==> src/rtl/cmd_capture.sv <==
// Push-button command capture: synchronizes and debounces botao, stores
// {instrucao, dado} on each debounced press into a 4-entry FIFO for the UART.
module cmd_capture #(
  parameter int DEBOUNCE_CYCLES = 250000
) (
  input  logic       clk,
  input  logic       rst,
  input  logic       botao,
  input  logic [3:0] instrucao,
  input  logic [3:0] dado,
  output logic [7:0] out_byte,
  output logic       out_valid,
  input  logic       out_ready,
  output logic [2:0] count,
  output logic       overflow
);

  localparam logic [19:0] DEB_LAST = 20'(DEBOUNCE_CYCLES - 1);

  logic        r_sync1;
  logic        r_sync2;
  logic        r_deb;
  logic [19:0] r_cnt;

  logic [7:0]  r_mem [4];
  logic [1:0]  r_wr_ptr;
  logic [1:0]  r_rd_ptr;
  logic [2:0]  r_count;
  logic        r_overflow;

  logic        w_accept;
  logic        w_push;
  logic        w_pop;
  logic        w_full;
  logic        w_wr;

  // The level change is accepted on the same edge that fires the push.
  assign w_accept = (r_sync2 != r_deb) && (r_cnt == DEB_LAST);
  assign w_push   = w_accept && r_sync2;
  assign w_pop    = out_valid && out_ready;
  assign w_full   = (r_count == 3'd4);
  assign w_wr     = w_push && (!w_full || w_pop);

  always_ff @(posedge clk) begin
    if (rst) begin
      r_sync1 <= 1'b0;
      r_sync2 <= 1'b0;
      r_deb   <= 1'b0;
      r_cnt   <= 20'd0;
    end else begin
      r_sync1 <= botao;
      r_sync2 <= r_sync1;
      if (r_sync2 == r_deb) begin
        r_cnt <= 20'd0;
      end else if (w_accept) begin
        r_deb <= r_sync2;
        r_cnt <= 20'd0;
      end else begin
        r_cnt <= r_cnt + 20'd1;
      end
    end
  end

  // Storage carries no reset; occupancy is tracked by the pointers and count.
  always_ff @(posedge clk) begin
    if (w_wr && !rst) begin
      r_mem[r_wr_ptr] <= {instrucao, dado};
    end
  end

  always_ff @(posedge clk) begin
    if (rst) begin
      r_wr_ptr   <= 2'd0;
      r_rd_ptr   <= 2'd0;
      r_count    <= 3'd0;
      r_overflow <= 1'b0;
    end else begin
      if (w_wr) begin
        r_wr_ptr <= r_wr_ptr + 2'd1;
      end
      if (w_pop) begin
        r_rd_ptr <= r_rd_ptr + 2'd1;
      end
      case ({w_wr, w_pop})
        2'b10:   r_count <= r_count + 3'd1;
        2'b01:   r_count <= r_count - 3'd1;
        default: r_count <= r_count;
      endcase
      if (w_push && w_full && !w_pop) begin
        r_overflow <= 1'b1;
      end
    end
  end

  assign out_valid = (r_count != 3'd0);
  assign out_byte  = out_valid ? r_mem[r_rd_ptr] : 8'h00;
  assign count     = r_count;
  assign overflow  = r_overflow;

endmodule

==> config.mk <==
export PLATFORM = sky130hd
export DESIGN_NAME = cmd_capture
export DESIGN_NICKNAME = d
export VERILOG_FILES = /design/src/rtl/cmd_capture.sv
export SDC_FILE = /design/constraint.sdc
export NUM_CORES = 1
export LEC_CHECK = 0
export CORE_ASPECT_RATIO = 0.6
export CORE_MARGIN = 2
export CORE_UTILIZATION = 40
export CTS_BUF_LIST = sky130_fd_sc_hd__clkbuf_8 sky130_fd_sc_hd__clkbuf_16
export DETAILED_ROUTE_END_ITERATION = 10
export PLACE_DENSITY = 0.6
export SYNTH_ARGS = -nofsm -noshare
export SYNTH_HDL_FRONTEND = slang
export SYNTH_SLANG_ARGS = --single-unit
==> constraint.sdc <==
create_clock -name clk -period 5.6 [get_ports clk]
set_input_delay 1.12 -clock clk [delete_from_list [all_inputs] [get_ports clk]]
set_output_delay 1.12 -clock clk [all_outputs]
set_load 0.02 [all_outputs]
# After elaboration in Yosys (flattened, before gate mapping)
# Memory sizes are Yosys's and may differ from the RTL's. A register that Yosys moved wholly into a read port is not among the register bits.
# Cells that the tools add are included.
[classes] mux=6 reduce_logical=15 n_addsub=5 bitwise=1 n_eq_ne=6
[op_table] cell="adder 20 x 1 -> 20 bit (second input constant)" count=1
[op_table] cell="equality test 20 x 18 -> 1 bit (second input constant)" count=1
[op_table] cell="two-way mux 8 bit" count=1
[op_table] cell="logical AND 1 bit" count=7
[op_table] cell="case mux 3 bit (2 select lines)" count=1
[op_table] cell="adder 2 x 1 -> 2 bit (second input constant)" count=2
[op_table] cell="two-way mux 2 bit" count=2
[op_table] cell="adder 3 x 1 -> 3 bit (second input constant)" count=1
[op_table] cell="equality test 3 bit (second input constant)" count=1
[op_table] cell="logical NOT 1 bit" count=3
[op_table] cell="nonzero test 3 bit" count=1
[op_table] cell="OR reduction 3 bit" count=1
[op_table] cell="subtractor 3 x 1 -> 3 bit (second input constant)" count=1
[op_table] cell="equality test 2 x 1 -> 1 bit (second input constant)" count=1
[op_table] cell="equality test 2 bit (second input constant)" count=1
[op_table] cell="two-way mux 1 bit" count=2
[op_table] cell="AND reduction 2 bit" count=1
[op_table] cell="nonzero test 2 bit" count=1
[op_table] cell="equality test 1 bit" count=1
[op_table] cell="logical OR 1 bit" count=1
[op_table] cell="inequality test 1 bit" count=1
[op_table] cell="inverter 1 bit" count=1
[word_totals] in_bits=12 n_memories=1 output_inout_bits=13 regBits=31 elab_cells=42 mem_bits_rw=32
[mem_list] memory="r_mem" depth=4 width=8 read_ports=1 rd_ports_with_merged_regs=1 write_ports=1 line="25" rtl="logic [7:0] r_mem [4];"

# Longest topological paths before layout
[depth] depth_word=7 mapped_depth=9 mapped_depth_nobuf=9

# Worst setup path before layout
# Ideal clock, no wire load.
[synth_timing] path_type="register to output" from="register r_count[0], in the netlist count[0]" to="output out_byte[0]" required_ns=4.480 arrival_time_ns=1.328 path_buffers=1 slack_ns=3.152 stages_incl_launch_ff=4 path_cell_list="dfxtp_1 -> or3_1 -> clkbuf_1 -> and2_1"
[synth_between] elab_chain_cells=2
[synth_rtl] element="from (decl)" line="28" rtl="logic [2:0] r_count;"
[synth_rtl] element="from (signal assigned)" line="85" rtl="2'b10: r_count <= r_count + 3'd1;"
[synth_rtl] element="from (signal assigned)" line="86" rtl="2'b01: r_count <= r_count - 3'd1;"
[synth_rtl] element="from (signal assigned)" line="87" rtl="default: r_count <= r_count;"
[synth_rtl] element="nonzero test 3 bit" line="95" rtl="assign out_valid = (r_count != 3'd0);"
[synth_rtl] element="via out_valid" line="12" rtl="output logic out_valid,"
[synth_rtl] element="two-way mux 8 bit" line="96" rtl="assign out_byte = out_valid ? r_mem[r_rd_ptr] : 8'h00;"
[synth_rtl] element="to (decl)" line="11" rtl="output logic [7:0] out_byte,"
# The timed path passes the listed nets, and every way through them passes these cells.

==> impl_metrics.tcl <==
set metrics [dict create \
    synth_compound_gate_area_share 0.0168 \
    slew_violations 0 \
    fin_tns_setup_ns 0 \
    rows 23 \
    whs_ns 0.436 \
    cts_tree "yes" \
    ys_seq_area_frac 0.590 \
    dr_wl_met2_um 1800 \
    cp.arrival_ns 2.26 \
    highest-signal-layer "met4" \
    hold_violations 0 \
    core_area_um2 6680 \
    via_per_inst 4.85 \
    drtAntennaViolNets 0 \
    cts_setup_buffers 0 \
    hold_class "reg -> reg" \
    end_kind "primary output" \
    grt_antenna_before_repair 0 \
    leakagePower_nw 1.13 \
    worstSkewPairLatency_ns 0.32 \
    vias 1615 \
    overflow 0 \
    finalClockSkew_ns 0.00505 \
    setup_viol 0 \
    syn_area_um2 2750 \
    die_x_um 111 \
    clk_pin_slew_ns 0.05 \
    synthDistinctLibCells 39 \
    fin_crit_sh 0.603 \
    worstPathMaxFanout 8 \
    worstSetupStartpointType "flip-flop" \
    syn_inst 215 \
    synth.avg_cell_area_um2 12.8 \
    drt-total-wl_um 4620 \
    grt_max_degree 20 \
    gp_congestion 0.687 \
    wl_per_cell_um 13.9 \
    async_flop_share 0 \
    die_h_um 68.2 \
    synthMuxAreaShare 0.0874 \
    synth_fp_nets 233 \
    holdBufCountCts 0 \
    rsz0062_at_grt "no" \
    dieArea_um2 7570 \
    critPathSlowestCell "dfxtp_1" \
    n_antenna_cell 0 \
    cts_resized 0 \
    power_density_nw_per_um2 311 \
    drtIter0Drc 76 \
    post_dp_cell_area_um2 3040 \
    drv_cap 0 \
    yosys_most_used_dff "dfxtp_1" \
    grt_pass1_wl_um 7440 \
    synth_edf_count 32 \
    max_stage_delay_ns 0.65 \
    pin_count 25 \
    ys_seq_elements 65 \
    io_buffers 24 \
    outcome "completed" \
    met3_length_um 300 \
    layout.nets 259 \
    finalInstanceArea_um2 3320 \
    dp_hpwl_um 3150 \
    setup_ws_ns 2.22 \
    synth_area_leaders "edfxtp_1 35%, dfxtp_1 24%, mux4_2 6.6%, xor2_1 5.1%, nor2_1 4.4%" \
    area_delta_synth_final_pct 20.6 \
    cts_made_buffers 9 \
    crit_chain "mux4_2 > and2_1 > clkdlybuf4s50_1" \
    synth_top_cell_by_area "edfxtp_1" \
    ys_warn_count 0 \
    synth_top_family_by_area "simple AND/OR/NAND/NOR gates" \
    layout-drive-gt1-share 0.110 \
    clkSinkCount 65 \
    synth_top_cell_area_share 0.350 \
    met1_length_um 2440 \
    synth.most_common_cell "dfxtp_1" \
    critPathKind "reg -> out" \
    root_buffer "clkbuf_16" \
    route.detailed.drc 0 \
    clockBufferDepth 2 \
    grt_use_total 0.132 \
    tightest_slew_ns 0.670 \
    fmax_mhz 296 \
    relSlewSlack 0.553 \
    fin_crit_ns 3.38 \
    h-tree-depth 3 \
    peakVddDrop_v 0.000258 \
    yosys.area_share.simple 0.180 \
    required_ns 4.48 \
    firstDrtPassIters 4 \
    initial_utilization 0.412 \
    synth-adder-area-share 0.0300 \
    grt_pass1_vias 1517 \
    synth_xor_area_frac 0.0669 \
    yosys-top-cells-count "33 x dfxtp_1, 32 x edfxtp_1, 32 x nor2_1" \
    post-place-ws_ns 2.46 \
]
## worst paths after layout
| path | to | from | slack [ns] | depth (start not counted) |
|---|---|---|---|---|
| worst max register to register | count[2] | r_cnt[0] | 3.16 | 9 |
| worst max-delay path | out_byte[5] | flip-flop | 2.22 | 3 |
| worst min-delay path | r_sync2 | r_sync1 | 0.44 | 1 |
| worst min register to register | r_sync2 | r_sync1 | 0.44 | 1 |
## where the power goes
group / total [mW] / switching (mW) / internal, mW / leakage [nW]
Clock: 0.517 / 0.182 / 0.335 / 0.144
Sequential: 0.500 / 0.000506 / 0.500 / 0.554
Combinational: 0.0153 / 0.00722 / 0.00806 / 0.435
Total: 1.03 / 0.190 / 0.843 / 1.13
## cell type report
| type | count | area (um^2) |
|---|---|---|
| Tap cell | 87 | 109 |
| Multi-Input combinational cell | 136 | 1050 |
| Sequential cell | 65 | 1620 |
| Clock buffer | 9 | 225 |
| Fill cell | 586 | 3360 |
| Timing Repair Buffer | 24 | 240 |
| Inverter | 5 | 18.8 |
| Clock inverter | 7 | 53.8 |
## registers in the layout, indices dropped and copies added, names as in the netlist, named ones only
signal and flops:
r_sync2 1, overflow 1, r_rd_ptr 2, r_wr_ptr 2, r_cnt 20, r_mem 32, count 3, r_sync1 1
r_deb 1
## through the flow
step / std cells / power (mW) / util
final: 333 / 1.03 / 0.497
after detailed placement: 317 / 0.525 / 0.455
after global routing: 333 / 1.07 / 0.497
after floorplan: 215 / 0.514 / -
after CTS: 333 / 1.05 / 0.497
after global placement: 317 / 0.525 / 0.455
## cells by family after synthesis
kind of cell,Yosys count
buffers and inverters,14
AOI/OAI and AO/OA,6
and+or+nand+nor,90
DFF,65
adders and majority gates,6
xor gates and xnor gates,21
muxes,13
## cell usage in the layout, fill, tap and decap left out
cell	instances
xnor2_1	5
and4b_1	1
mux2i_1	3
a31oi_1	2
or3_1	1
nand2_1	6
nand3_1	9
clkinv_1	3
nand4b_1	1
bufinv_16	1
edfxtp_1	32
and2_4	1
a21oi_2	1
dfxtp_1	33
nand4_1	4
xor2_1	16
or3b_1	1
inv_1	7
nand2b_1	3
clkdlybuf4s50_1	24
and4_1	2
nor2b_1	6
a22oi_2	1
and3_2	2
clkinv_2	1
nor3_1	1
a21oi_1	1
nor4b_1	2
ha_1	5
and3_1	3
or2_1	1
clkbuf_16	9
fa_1	1
mux2_4	2
nor4_1	1
and2_1	12
nor2_1	32
mux4_2	8
o21bai_1	1
nor4_4	1
## critical path: cells and delay by family, from the launching register on
family | cells | cell delay, ns
flip-flops | 1 | 0.65
multiplexers | 1 | 0.57
buffers and inverters | 1 | 0.55
AND/OR/NAND/NOR | 1 | 0.17
## routing by layer
layer | global-route usage | up-vias
met2 | 0.169 | 42
met4 | 0.0694 | 0
met5 | 0 | -
met3 | 0.0496 | 8
met1 | 0.191 | 760
li1 | - | 805
Note: power is estimated with default switching activity, not from simulation.
